File: config.mk
export PLATFORM = sky130hd
export DESIGN_NAME = mem_bist_ctrl
export DESIGN_NICKNAME = d
export VERILOG_FILES = /design/src/rtl/bist_pkg.sv /design/src/rtl/bist_checker.sv /design/src/rtl/mem_bist_ctrl.sv
export SDC_FILE = /design/constraint.sdc
export NUM_CORES = 1
export LEC_CHECK = 0
export CORE_MARGIN = 2
export CORE_UTILIZATION = 50
export CTS_CLUSTER_DIAMETER = 40
export DETAILED_ROUTE_END_ITERATION = 8
export PLACE_DENSITY = 0.8
export REMOVE_ABC_BUFFERS = 1
export SLEW_MARGIN = 25
export SYNTH_ARGS = -nofsm -noshare
export SYNTH_HDL_FRONTEND = slang
export SYNTH_SLANG_ARGS = --single-unit
File: constraint.sdc
create_clock -name clk -period 2.5 [get_ports clk]
set_input_delay 0.25 -clock clk [delete_from_list [all_inputs] [get_ports clk]]
set_output_delay 0.25 -clock clk [all_outputs]
set_load 0.05 [all_outputs]
File: src/rtl/bist_pkg.sv
// Shared types and the march data patterns for the memory BIST controller.
package bist_pkg;
  typedef enum logic [2:0] {IDLE, WR, RD, DRAIN, DONE} state_t;
  typedef enum logic [1:0] {ZERO, ADDR, CKBD} phase_t;

  localparam int          PAT_W     = 8;
  localparam logic [7:0]  CKBD_EVEN = 8'h55;
  localparam logic [7:0]  CKBD_ODD  = 8'hAA;

  function automatic logic [PAT_W-1:0] pattern(input phase_t ph, input logic [PAT_W-1:0] a);
    case (ph)
      ADDR:    return a;
      CKBD:    return a[0] ? CKBD_ODD : CKBD_EVEN;
      default: return '0;
    endcase
  endfunction
endpackage

File: src/rtl/bist_checker.sv
// Read-return checker: delays {valid,addr} by READ_LAT, compares returned data
// against the phase pattern, keeps a saturating error count and first-fail capture.
module bist_checker
  import bist_pkg::*;
#(
  parameter int ADDR_W   = 5,
  parameter int DATA_W   = 8,
  parameter int READ_LAT = 1,
  parameter int ERR_W    = 8
) (
  input  logic              clk,
  input  logic              rst,
  input  logic              i_clear,
  input  logic              i_flush,
  input  logic              i_vld,
  input  logic [ADDR_W-1:0] i_addr,
  input  phase_t            i_phase,
  input  logic [DATA_W-1:0] i_rdata,
  output logic [ERR_W-1:0]  o_err_count,
  output logic              o_fail_valid,
  output logic [ADDR_W-1:0] o_fail_addr,
  output logic [DATA_W-1:0] o_fail_data
);
  logic [READ_LAT:1]             r_vld_pipe;
  logic [READ_LAT:1][ADDR_W-1:0] r_addr_pipe;
  logic [ERR_W-1:0]              r_err;
  logic                          r_fail_valid;
  logic [ADDR_W-1:0]             r_fail_addr;
  logic [DATA_W-1:0]             r_fail_data;
  logic [DATA_W-1:0]             w_exp;
  logic                          w_mis;

  assign w_exp = DATA_W'(pattern(i_phase, PAT_W'(r_addr_pipe[READ_LAT])));
  assign w_mis = r_vld_pipe[READ_LAT] && (i_rdata != w_exp);

  always_ff @(posedge clk or posedge rst) begin
    if (rst) begin
      r_vld_pipe  <= '0;
      r_addr_pipe <= '0;
    end else begin
      r_vld_pipe[1]  <= i_vld && !i_clear && !i_flush;
      r_addr_pipe[1] <= i_addr;
      for (int k = 2; k <= READ_LAT; k++) begin
        r_vld_pipe[k]  <= r_vld_pipe[k-1] && !i_clear && !i_flush;
        r_addr_pipe[k] <= r_addr_pipe[k-1];
      end
    end
  end

  always_ff @(posedge clk or posedge rst) begin
    if (rst) begin
      r_err        <= '0;
      r_fail_valid <= 1'b0;
      r_fail_addr  <= '0;
      r_fail_data  <= '0;
    end else if (i_clear) begin
      r_err        <= '0;
      r_fail_valid <= 1'b0;
      r_fail_addr  <= '0;
      r_fail_data  <= '0;
    end else if (w_mis) begin
      if (r_err != {ERR_W{1'b1}}) r_err <= r_err + ERR_W'(1);
      if (!r_fail_valid) begin
        r_fail_valid <= 1'b1;
        r_fail_addr  <= r_addr_pipe[READ_LAT];
        r_fail_data  <= i_rdata;
      end
    end
  end

  assign o_err_count  = r_err;
  assign o_fail_valid = r_fail_valid;
  assign o_fail_addr  = r_fail_addr;
  assign o_fail_data  = r_fail_data;
endmodule

File: src/rtl/mem_bist_ctrl.sv
// March BIST controller: ZERO, ADDR and CKBD phases, each a full write sweep,
// a full read sweep and a drain; results come from bist_checker.
module mem_bist_ctrl
  import bist_pkg::*;
#(
  parameter int ADDR_W   = 5,
  parameter int DATA_W   = 8,
  parameter int READ_LAT = 1,
  parameter int ERR_W    = 8
) (
  input  logic              clk,
  input  logic              rst,
  input  logic              start,
  input  logic              abort,
  output logic              read,
  output logic              write,
  output logic [ADDR_W-1:0] addr,
  output logic [DATA_W-1:0] data_in,
  input  logic [DATA_W-1:0] data_out,
  output logic              busy,
  output logic              done,
  output logic              pass,
  output logic [ERR_W-1:0]  err_count,
  output logic              fail_valid,
  output logic [ADDR_W-1:0] fail_addr,
  output logic [DATA_W-1:0] fail_data
);
  localparam int LW = $clog2(READ_LAT + 1);

  state_t            r_state, w_nxt_state;
  phase_t            r_phase, w_nxt_phase;
  logic [ADDR_W-1:0] r_addr,  w_nxt_addr;
  logic [LW-1:0]     r_drain, w_nxt_drain;
  logic              w_start_acc, w_flush, w_last;
  logic [DATA_W-1:0] w_pat;

  always_ff @(posedge clk or posedge rst) begin
    if (rst) begin
      r_state <= IDLE;
      r_phase <= ZERO;
      r_addr  <= '0;
      r_drain <= '0;
    end else begin
      r_state <= w_nxt_state;
      r_phase <= w_nxt_phase;
      r_addr  <= w_nxt_addr;
      r_drain <= w_nxt_drain;
    end
  end

  assign w_last = &r_addr;

  always_comb begin
    w_nxt_state = r_state;
    w_nxt_phase = r_phase;
    w_nxt_addr  = r_addr;
    w_nxt_drain = r_drain;
    w_start_acc = 1'b0;
    w_flush     = 1'b0;
    if (abort && r_state != IDLE) begin
      w_nxt_state = IDLE;
      w_nxt_phase = ZERO;
      w_nxt_addr  = '0;
      w_nxt_drain = '0;
      w_flush     = 1'b1;
    end else begin
      case (r_state)
        IDLE, DONE: if (start) begin
          w_nxt_state = WR;
          w_nxt_phase = ZERO;
          w_nxt_addr  = '0;
          w_start_acc = 1'b1;
        end
        // the address counter only wraps on the last beat, together with the state change
        WR: begin
          w_nxt_addr = r_addr + ADDR_W'(1);
          if (w_last) w_nxt_state = RD;
        end
        RD: begin
          w_nxt_addr = r_addr + ADDR_W'(1);
          if (w_last) begin
            w_nxt_state = DRAIN;
            w_nxt_drain = '0;
          end
        end
        DRAIN: begin
          if (r_drain == LW'(READ_LAT - 1)) begin
            w_nxt_drain = '0;
            case (r_phase)
              ZERO:    begin w_nxt_phase = ADDR; w_nxt_state = WR; end
              ADDR:    begin w_nxt_phase = CKBD; w_nxt_state = WR; end
              default: w_nxt_state = DONE;
            endcase
          end else begin
            w_nxt_drain = r_drain + LW'(1);
          end
        end
        default: w_nxt_state = IDLE;
      endcase
    end
  end

  assign w_pat   = DATA_W'(pattern(r_phase, PAT_W'(r_addr)));
  assign write   = (r_state == WR);
  assign read    = (r_state == RD);
  assign addr    = (write || read) ? r_addr : '0;
  assign data_in = write ? w_pat : '0;
  assign busy    = (r_state == WR) || (r_state == RD) || (r_state == DRAIN);
  assign done    = (r_state == DONE);
  assign pass    = done && (err_count == '0);

  bist_checker #(
    .ADDR_W(ADDR_W), .DATA_W(DATA_W), .READ_LAT(READ_LAT), .ERR_W(ERR_W)
  ) u_chk (
    .clk         (clk),
    .rst         (rst),
    .i_clear     (w_start_acc),
    .i_flush     (w_flush),
    .i_vld       (read),
    .i_addr      (r_addr),
    .i_phase     (r_phase),
    .i_rdata     (data_out),
    .o_err_count (err_count),
    .o_fail_valid(fail_valid),
    .o_fail_addr (fail_addr),
    .o_fail_data (fail_data)
  );
endmodule
==> run summary <==
Die H: 70.1 um
# DRC: 0
drt wl/cell: 13.4 um
sequential-to-total area share from yosys stat: 43.5%
Net Switching: 1310 uW
post-DP HPWL: 3.56 mm
Yosys top cell area share: 43.5%
Hold WS: 0.356 ns
share of layout cells above drive strength 1: 12.6%
Req. time, crit path: 2.66 ns
CTS Buf Count: 5
slew of the pin with the lowest slew margin: 0.656 ns
top-count cell post-synth: dfrtp_1
PwrDens: 1030 nW/um2
fin crit period: 2.38 ns
utilization after layout: 67.1%
Power, Total: 2980 uW
Antenna Cells: 0
RSZ-0062 raised after global routing: true
H-tree levels: 2
number of flops mapped to enable cells by yosys: 0
Fin. Hold Viols: 0
Synth area leader: dfrtp_1
Initial Util: 50.9%
Critical Path AT: 2.54 ns
ranking of synthesized cells by area: dfrtp_1 (44%), o21ai_0 (8.0%), nand2_1 (5.8%), nand3_1 (5.5%), ha_1 (5.2%)
Post-synth ARST share: 100%
Synth Flop Type: dfrtp_1
critical path class: reg2reg
Core ar.: 4290 um2
reg2reg setup slack: 0.12 ns
Layout Nets: 330
post-synthesis cell type count: 42
Clock power frac: 21.6%
# setup viols final: 0
Max Freq: 420 MHz
area added between synthesis and finish: 31.8%
max-slew violations: 0
antenna-violating nets left: 0
hold-fix buffers at CTS: 0
Total Wirelength: 4.85 mm
clock slew at reported path FFs: 0.08 ns
Synth Area per Inst: 8.57 um2
io pins: 52
Slew headroom: 56.3%
drt first pass iters: 5
Max IR drop VDD: 0.676 mV
DR vias: 1959
Flop pwr share: 30.3%
Logic pwr share: 48.1%
Cell Rows: 24
Multi-input gate area: 1150 um2
die area: 4910 um2
synthesized area: 2180 um2
Worst Slack Setup Final: 0.120 ns
DR iter-0 viols: 65
total grt overflow: 0
CTS tree: yes
Max-Cap Viols: 0
Mapped Cells: 255
worst r2r path cells: 10
Clock Latency Late Sink: 0.29 ns
switch share: 43.9%
Clock Sinks: 38
worst-case clock buffer depth: 2
Static Leak: 0.00127 uW
Tightest Hold Check Type: in2async
GRT Total Usage: 21.1%
Vias/cell: 5.41
Pint: 1670 uW
Synth warnings: 0
register area: 951 um2
FF-to-FF End: u_chk.o_err_count[6]
fillcell total: 361
Root Driver: clkbuf_8
status: finished clean
Tcrit/Tclk final: 95.2%
Critical Path End Type: register
CP max FO: 4
GPL Wtd Cong: 0.877
largest net degree at the start of global routing: 39
skew final: 0.00543 ns
RR Startpoint: r_phase[0]
Commonest cells post-synth: dfrtp_1 (38), o21ai_0 (35), nand2_1 (34)
pre-CTS WS: 0.0410 ns
die span in x: 70.1 um
global-route wire length before repair: 8.35 mm
number of global-route vias before repair: 1872
Seq cells post-synth: 38
antenna violations before repair: 0
Critical Path Start Type: register
# port buffers: 51
[cells by family (layout without fill, tap and decap cells)]
logic type | Yosys count | count (layout) | synth area share, %
AND/OR/NAND/NOR | 110 | 110 | 25.0
XOR/XNOR | 6 | 6 | 2.41
flip-flops | 38 | 38 | 43.5
adder cells (fa/ha/maj) | 9 | 9 | 5.15
multiplexers | 1 | 1 | 0.515
buffers and inverters | 22 | 77 | 4.64
AO/OA/AOI/OAI | 69 | 69 | 18.7
[flip-flops by register name (all words and copies together) (netlist names)]
register	cells
r_phase	2
u_chk.o_fail_addr	5
u_chk.o_fail_data	8
r_state	3
u_chk.r_vld_pipe	1
u_chk.o_err_count	8
u_chk.r_addr_pipe	5
r_addr	5
u_chk.o_fail_valid	1
[layout by cell type (no fill, tap or decap), types with 5 or more instances in the layout]
cell / count
a21oi_1: 19
inv_1: 11
dfrtp_1: 38
clkbuf_8: 6
clkdlybuf4s50_1: 36
xor2_1: 5
and3_1: 5
nor2b_1: 7
o21ai_0: 35
nand3_1: 24
buf_4: 20
or3_1: 5
nor2_1: 15
ha_1: 8
nand2_1: 34
[worst max-delay path: stages (launching register included)]
cell and delay, ns:
dfrtp_1 0.38, inv_1 0.10, ha_1 0.25, nor2b_2 0.18, or3_1 0.34, a21oi_1 0.18, o211ai_2 0.15, buf_4 0.16
or2_2 0.27, a31oi_1 0.16, nor3_1 0.06
[cell type report]
type,instances,share of cell area [%]
sequential,38,33.0
inverter,11,1.43
clock buffer,6,2.87
multi-input combinational,195,39.8
clock inverter,2,2.09
tap,52,2.26
timing repair buffer,58,18.5
[metal layers]
layer	share of wire (%)	track usage (%)	routed length, um
met1	44	26.5	2120
met4	1.9	7.91	93
met3	4.9	4.91	240
met2	49	35.6	2400
met5	0	0	0
[what timing repair did]
action | CTS | global route
endpoints found under the setup margin | 0 | 8
buffers inserted | 0 | 2
hold endpoints to repair | 0 | 0
resized for setup | 0 | 5
[power by group through the flow]
stage / registers, uW / clock network [uW] / logic (uW)
6_report: 902 / 644 / 1440
5_1_grt: 929 / 687 / 1560
4_1_cts: 898 / 658 / 1430
3_5_place_dp: 909 / 0 / 1430
3_3_place_gp: 905 / 0 / 1400
2_1_floorplan: 1150 / 0 / 730
[metrics by stage]
stage | cell area [um2] | TNS, ns | cells
after floorplan | 2120 | -1.75 | 244
after global placement | 2700 | 0 | 352
after detailed placement | 2700 | 0 | 352
after CTS | 2850 | 0 | 360
after global routing | 2880 | -0.0251 | 362
final | 2880 | 0 | 362
[how the worst max path moves through the flow]
stage	cells after the start	to	startpoint
after detailed placement	9	u_chk.o_err_count[5]	r_phase[0]
after global placement	9	u_chk.o_err_count[5]	r_phase[0]
after global routing	9	u_chk.o_err_count[5]	r_phase[1]
final	10	u_chk.o_err_count[6]	r_phase[0]
after floorplan	4	pass	r_state[2]
after CTS	9	u_chk.o_err_count[5]	r_phase[1]
Note: power is estimated with default switching activity, not from simulation.
